<file path="src/rtl/gf_mult_arbiter.sv">
// gf_mult_arbiter: round-robin sharing of one digit-serial GF(2^m) multiplier among NREQ requesters
module gf_mult_arbiter #(
  parameter int NREQ    = 4,
  parameter int AW      = 41,
  parameter int BW      = 163,
  parameter int CW      = 203,
  parameter int TIMEOUT = 63
) (
  input  logic               clk,
  input  logic               rst,
  input  logic [NREQ-1:0]    req,
  input  logic [NREQ*AW-1:0] req_a,
  input  logic [NREQ*BW-1:0] req_b,
  output logic [NREQ-1:0]    gnt,
  output logic [NREQ-1:0]    rsp_valid,
  output logic [CW-1:0]      rsp_c,
  output logic               rsp_err,
  output logic               busy,
  output logic               mul_enable,
  output logic [AW-1:0]      mul_a,
  output logic [BW-1:0]      mul_b,
  input  logic [CW-1:0]      mul_c,
  input  logic               mul_done
);
  localparam int PW = $clog2(NREQ);
  localparam int TW = $clog2(TIMEOUT + 1);
  typedef enum logic [2:0] {IDLE, LAUNCH, WAIT, RESP, FLUSH} state_t;
  state_t state, state_n;
  logic [PW-1:0] ptr, ptr_n, owner, owner_n, sel;
  logic [TW-1:0] cnt, cnt_n;
  logic timed_out, timed_out_n, found, rsp_err_n, mul_enable_n;
  logic [NREQ-1:0] gnt_n, rsp_valid_n;
  logic [CW-1:0] rsp_c_n;
  logic [AW-1:0] mul_a_n;
  logic [BW-1:0] mul_b_n;
  // first pending requester at or after ptr; descending loop so the closest offset wins
  always_comb begin
    sel = '0;
    found = 1'b0;
    for (int i = NREQ - 1; i >= 0; i--) begin
      if (req[(int'(ptr) + i) % NREQ]) begin
        sel = PW'((int'(ptr) + i) % NREQ);
        found = 1'b1;
      end
    end
  end
  // sequencer: next state plus next values of every registered output
  always_comb begin
    state_n = state;
    ptr_n = ptr;
    owner_n = owner;
    cnt_n = cnt;
    timed_out_n = timed_out;
    gnt_n = '0;
    rsp_valid_n = '0;
    mul_enable_n = 1'b0;
    mul_a_n = mul_a;
    mul_b_n = mul_b;
    rsp_c_n = rsp_c;
    rsp_err_n = rsp_err;
    case (state)
      IDLE: if (found) begin
        gnt_n[sel] = 1'b1;
        mul_a_n = req_a[sel*AW +: AW];
        mul_b_n = req_b[sel*BW +: BW];
        owner_n = sel;
        state_n = LAUNCH;
      end
      LAUNCH: begin
        mul_enable_n = 1'b1;
        cnt_n = '0;
        state_n = WAIT;
      end
      WAIT: begin
        cnt_n = cnt + TW'(1);
        if (mul_done || cnt == TW'(TIMEOUT)) begin
          rsp_c_n = mul_done ? mul_c : '0;
          rsp_err_n = !mul_done;
          timed_out_n = !mul_done;
          rsp_valid_n[owner] = 1'b1;
          state_n = RESP;
        end
      end
      RESP: begin
        ptr_n = (owner == PW'(NREQ - 1)) ? '0 : owner + PW'(1);
        cnt_n = '0;
        state_n = timed_out ? FLUSH : IDLE;
      end
      FLUSH: begin
        cnt_n = cnt + TW'(1);
        state_n = (mul_done || cnt == TW'(TIMEOUT - 1)) ? IDLE : FLUSH;
      end
      default: state_n = IDLE;
    endcase
  end
  // state and registered outputs, cleared asynchronously
  always_ff @(posedge clk or negedge rst) begin
    if (!rst) begin
      state <= IDLE;
      ptr <= '0;
      owner <= '0;
      cnt <= '0;
      timed_out <= 1'b0;
      gnt <= '0;
      rsp_valid <= '0;
      rsp_c <= '0;
      rsp_err <= 1'b0;
      busy <= 1'b0;
      mul_enable <= 1'b0;
      mul_a <= '0;
      mul_b <= '0;
    end else begin
      state <= state_n;
      ptr <= ptr_n;
      owner <= owner_n;
      cnt <= cnt_n;
      timed_out <= timed_out_n;
      gnt <= gnt_n;
      rsp_valid <= rsp_valid_n;
      rsp_c <= rsp_c_n;
      rsp_err <= rsp_err_n;
      busy <= state_n != IDLE;
      mul_enable <= mul_enable_n;
      mul_a <= mul_a_n;
      mul_b <= mul_b_n;
    end
  end
endmodule

</file>
<file path="config.mk">
export PLATFORM = sky130hd
export DESIGN_NAME = gf_mult_arbiter
export DESIGN_NICKNAME = d
export VERILOG_FILES = /design/src/rtl/gf_mult_arbiter.sv
export SDC_FILE = /design/constraint.sdc
export NUM_CORES = 1
export LEC_CHECK = 0
export ABC_AREA = 1
export BUFFER_PORTS_ARGS = -buffer_cell sky130_fd_sc_hd__buf_2
export CORE_AREA = 4 4 567 569
export CTS_CLUSTER_SIZE = 24
export DETAILED_ROUTE_END_ITERATION = 12
export DIE_AREA = 0 0 571 573
export PLACE_DENSITY = 0.3
export SYNTH_ARGS = -nofsm -noshare
export SYNTH_HDL_FRONTEND = slang
export SYNTH_SLANG_ARGS = --single-unit
</file>
<file path="constraint.sdc">
create_clock -name clk -period 2.9 [get_ports clk]
set_clock_uncertainty 0.1 [all_clocks]
set_input_delay 0.29 -clock clk [delete_from_list [all_inputs] [get_ports clk]]
set_output_delay 0.29 -clock clk [all_outputs]
set_load 0.05 [all_outputs]
</file>
**Yosys cells after proc, flatten, opt, wreduce, memory -nomap -nowiden**

Index checks and enable logic that the tools add are counted.

- Memory bits (read-only): 0
- Bits in registers: 431
- Bits in writable memories: 0
- Latch bits: 0
- Memories kept: 0

- Reduce and logical (&&, ||, !) cells: 15
- $mul: 2
- Order comparisons: 8
- Divide/modulo/power cells: 0
- Bitwise gates (word level): 3
- Equality and inequality tests: 7
- Shifts and indexed selects: 2
- Muxes and demuxes: 36
- Add/sub/neg operators: 5

Operators with widths:

| operator | count |
|---|---|
| $shiftx A652 B11 Y163 | 1 |
| $mux W203 | 1 |
| $shiftx A164 B9 Y41 | 1 |
| $mux W4 | 4 |
| $pmux W3 S5 | 1 |
| $mux W1 | 14 |
| $eq A6 B6 Y1 const B | 2 |
| $lt A3 B4 Y1 const B | 3 |
| $mux W3 | 4 |
| $pmux W6 S2 | 1 |
| $mul A2 B8 Y10 const B | 1 |
| $mux W2 | 5 |
| $reduce_or A2 Y1 | 5 |
| $lt A2 B3 Y1 const B | 3 |
| $bmux W1 S2 | 4 |
| $mul A2 B6 Y8 const B | 1 |
| $add A6 B1 Y6 const B | 1 |
| $eq A3 B2 Y1 const B | 2 |
| $add A2 B1 Y2 const B | 2 |
| $add A2 B2 Y2 const B | 2 |
| $demux W1 S2 | 2 |
| $ge A2 B1 Y1 const B | 2 |
| $reduce_and A2 Y1 | 2 |
| $and A1 B1 Y1 const A | 3 |
| 9 further kinds | 11 |

**Depth between registers and ports, before layout**

- Word-level depth: 16
- Depth in mapped cells: 16
- Gate-level depth less buffers: 14

**Worst setup path after synthesis**

No wires, ideal clock.

- Path type: register to register
- From: register cnt[1]
- To: register rsp_c[100]
- Clock period less this slack: 2,075 ps
- Stages on the path, launching flop included: 10
- Path slack: 825 ps
- Data arrival time: 1,853 ps
- Setup time: 121 ps
- Path through: dfrtp_1 -> ha_1 -> nand2_1 -> nor2_1 -> inv_1 -> o21ai_0 -> nand3_1 -> clkbuf_1 -> buf_1 -> a22o_1

- Cells in the longest elaborated chain, start to end: 3

Ends and longest elaborated chain:

| what | RTL line | source |
|---|---|---|
| start, declared | 30 | `logic [TW-1:0] cnt, cnt_n;` |
| start signal, assigned | 116 | `cnt <= cnt_n;` |
| $eq A6 B6 Y1 | 76 | `if (mul_done \|\| cnt == TW'(TIMEOUT)) begin` |
| $logic_or A1 B1 Y1 | 76 |  |
| $reduce_and A2 Y1 (no source line) | n/a |  |
| end signal, assigned | 120 | `rsp_c <= rsp_c_n;` |
| end, declared | 16 | `output logic [CW-1:0] rsp_c,` |

No other way between the ends.
A chain may end at the register's enable or synchronous reset.

**Worst setup path after layout**

- From: register ptr[0]
- To: register mul_b[50]

- Cells in the longest elaborated chain, start to end: 10
- Elaborated cells on any way between the ends: 25

Ends and longest elaborated chain:

| what | RTL line | source |
|---|---|---|
| start, declared | 29 | `logic [PW-1:0] ptr, ptr_n, owner, owner_n, sel;` |
| start signal, assigned | 114 | `ptr <= ptr_n;` |
| $add A2 B2 Y2 | 41, 42 |  |
| $bmux W1 S2 | 41 | `if (req[(int'(ptr) + i) % NREQ]) begin` |
| $mux W1 (implied by the code) (2 in a row) | 41 |  |
| $mux W2 (4 in a row) | 41 |  |
| $mul A2 B8 Y10 | 65 | `mul_b_n = req_b[sel*BW +: BW];` |
| $shiftx A652 B11 Y163 | 65 |  |
| end signal, assigned | 125 | `mul_b <= mul_b_n;` |
| end, declared | 21 | `output logic [BW-1:0] mul_b,` |

Several ways; a longest one is shown, not always the timed one. The select of a mux whose other input is x is not followed.

==> impl_metrics.toml <==
[power]
internal_power_w = 0.0283
p_seq_frac = 0.160
ir_drop_uv = 699
p_leak_nw = 28.5
p_clk_frac = 0.133
finalPower_w = 0.0679
swShare = 0.583
p_sw_w = 0.0396
comb_power_share = 0.707
powerDensity_nw_per_um2 = 1310

[die]
initial_utilization = 0.0825
die_y_um = 573
die_x_um = 571
row_count = 207
io_pins = 1444
core_um2 = 317000
fp.dieArea_um2 = 327000

[placement]
place_congestion = 0.926
dp.cells = 9444
io_buffers = 1443
dp.final_hpwl_mm = 209

[final_layout]
final_common_cell = "buf_2"
final_cell_mix = "1442 x buf_2, 1263 x nand2_1, 949 x dlygate4sd3_1"
drive_gt1_frac = 0.279
fin_cells = 10600
num-nets-final = 7323
final.fill_count = 36400
syn2layout_area_growth_pct = 98.7

[drt]
vias = 36300
drt_iter0_markers = 1963
remaining_drc_errors = 0
drtAntennaViolNets = 0
vias_per_cell = 3.43
wirelength_mm = 250
wire_per_inst_um = 23.6
first_pass_iters = 6

[timing]
fin_crit_sh = 0.963
setup_violations = 0
grt_setup_unrepaired = "true"
holdWs_ns = 0.0487
finalHoldViolCount = 0
slew_headroom = 0.364
tightest_slew_ns = 0.954
slew_violations = 0
fmax_mhz = 358
period_minus_slack_ns = 2.79

[clock_tree]
clk_pin_slew_ns = 0.06
htreeDepth = 3
clk_latency_ns = 0.77
cts-root-buf = "clkbuf_16"
cts_sinks = 431
clock_path_buffers = 4
cts-buffers-inserted = 72
cts_tree = "built"

[worst_hold_path]
hold_depth = 7
hold_class = "input port to flip-flop"

[synthesis]
synth_top_family_by_area = "simple AND/OR/NAND/NOR gates"
synth-adder-area-share = 0.00287
synth_seq_cells = 431
synth-seq-area-share = 0.413
ys_warn_count = 0
synth_simple_gate_area_frac = 0.345
synth_xor_area_frac = 0
syn_area_per_cell_um2 = 6.72
yosys-mux-area-fraction = 0
synthCells = 3891
synth_nets = 4923
synth-compound-area-share = 0.0729
synth.distinct_cells = 25
syn-cell-area_um2 = 26100

[grt]
grt_first_pass_wirelength_mm = 331
grt_usage = 0.145
grt_pass1_vias = 38400
grt_max_degree = 85
antenna_found_initial = 125
overflow = 0

[setup_path]
crit_arrival_ns = 3.31
start_kind = "flip-flop"
reg2regPathDepth = 14
worstSetupPathType = "flip-flop to flip-flop"
end_kind = "flip-flop"
path_max_fanout = 35
crit_required_ns = 3.42

[status]
status = "finished clean"

[flow_run]
max_cap_violations = 0
==> power groups by stage <==
stage               Combinational (W)  Sequential (W)  Clock (W)
global route                   0.0519          0.0112    0.00964
finish                         0.0480          0.0109    0.00904
floorplan                      0.0174          0.0199          0
CTS                            0.0492          0.0109    0.00947
global placement               0.0480          0.0109          0
detailed placement             0.0478          0.0109          0
==> cell type report <==
cell class / instances / area [um2] / area share
well taps: 4180 / 5230 / 0.101
multi-input cells: 2350 / 11100 / 0.213
flip-flops and latches: 431 / 10800 / 0.208
inverters: 841 / 3160 / 0.0609
diodes: 62 / 155 / 0.00299
repair buffers: 2595 / 19200 / 0.369
clock inverters: 23 / 288 / 0.00554
clock buffers: 102 / 2080 / 0.0400
==> layer usage <==
| layer | global-route usage | share of wire |
|---|---|---|
| met2 | 0.256 | 0.49 |
| met3 | 0.0359 | 0.070 |
| met5 | 0 | 0.0017 |
| met4 | 0.0391 | 0.031 |
| met1 | 0.174 | 0.41 |
==> critical path, cell delays in order, from the launching register on <==
cell and delay (ns):
dfrtp_1 0.42, buf_12 0.16, o21ai_0 0.25, nand2_1 0.12, nand2_1 0.09, inv_2 0.05, nand3_4 0.15, buf_4 0.16
buf_16 0.18, buf_4 0.30, nand3_1 0.18, nand3_1 0.12, nand2_1 0.08, nand2_1 0.08, nand2_1 0.05
==> sequential cells by signal, indices dropped and copies added (netlist names) <==
name / flops
busy: 1
cnt: 6
gnt: 4
mul_a: 41
mul_b: 163
mul_enable: 1
owner: 2
ptr: 2
rsp_c: 203
rsp_err: 1
rsp_valid: 4
state: 3
==> per-stage QoR <==
step | setup slack [ns] | setup TNS, ns | area (um2) | utilization
floorplan | 0.825 | 0 | 26100 | -
global placement | -0.0864 | -0.731 | 39800 | 0.126
detailed placement | 0.00569 | 0 | 39800 | 0.126
CTS | 0.0166 | 0 | 51700 | 0.163
global route | -0.0199 | -0.0231 | 51900 | 0.164
finish | 0.108 | 0 | 51900 | 0.164
==> timing repair <==
action	in CTS	in global routing
cloned	0	1
setup endpoints to repair	1	27
setup buffers	0	3
endpoints found under the hold margin	453	0
pin swaps	0	1
gates resized for setup	1	10
hold buffers	949	0
==> logic make-up (layout without fill, tap and decap cells) <==
kind of cell,after synthesis,count (layout)
simple gates,2119,2119
fa+ha+maj,6,6
compound gates,225,225
other cells,0,62
flops,431,431
buf+inv,1110,3561
==> synthesized netlist by cell type <==
cell	count	area (um2)
nand2_1	1266	4750
inv_1	838	3150
nand3_1	826	4130
dfrtp_1	431	10800
a22o_1	203	1780
buf_2	122	611
clkbuf_1	121	454
nor2_1	18	67.6
buf_1	16	60.1
o21ai_0	11	55.1
buf_4	9	67.6
ha_1	6	75.1
a21oi_1	4	20.0
nor3_1	4	20.0
inv_2	3	11.3
o21ai_2	3	26.3
nand3_2	2	20.0
buf_6	1	11.3
nand2_2	1	6.26
nor2_2	1	6.26
nor2_4	1	11.3
o211ai_1	1	7.51
o21a_1	1	7.51
o21ai_1	1	5.00
o22ai_1	1	6.26
==> final timing paths <==
check | startpoint | end | slack, ns
hold / removal | req_b[422] | mul_b[96] | 0.05
setup reg to reg | ptr[0] | mul_b[50] | 0.11
hold reg to reg | mul_b[17] | mul_b[17] | 0.37
max in group asynchronous | rst | mul_b[161] | 1.62
min in group asynchronous | rst | rsp_c[27] | 0.10
setup / recovery | ptr[0] | mul_b[50] | 0.11
Note: power is estimated with default switching activity, not from simulation.
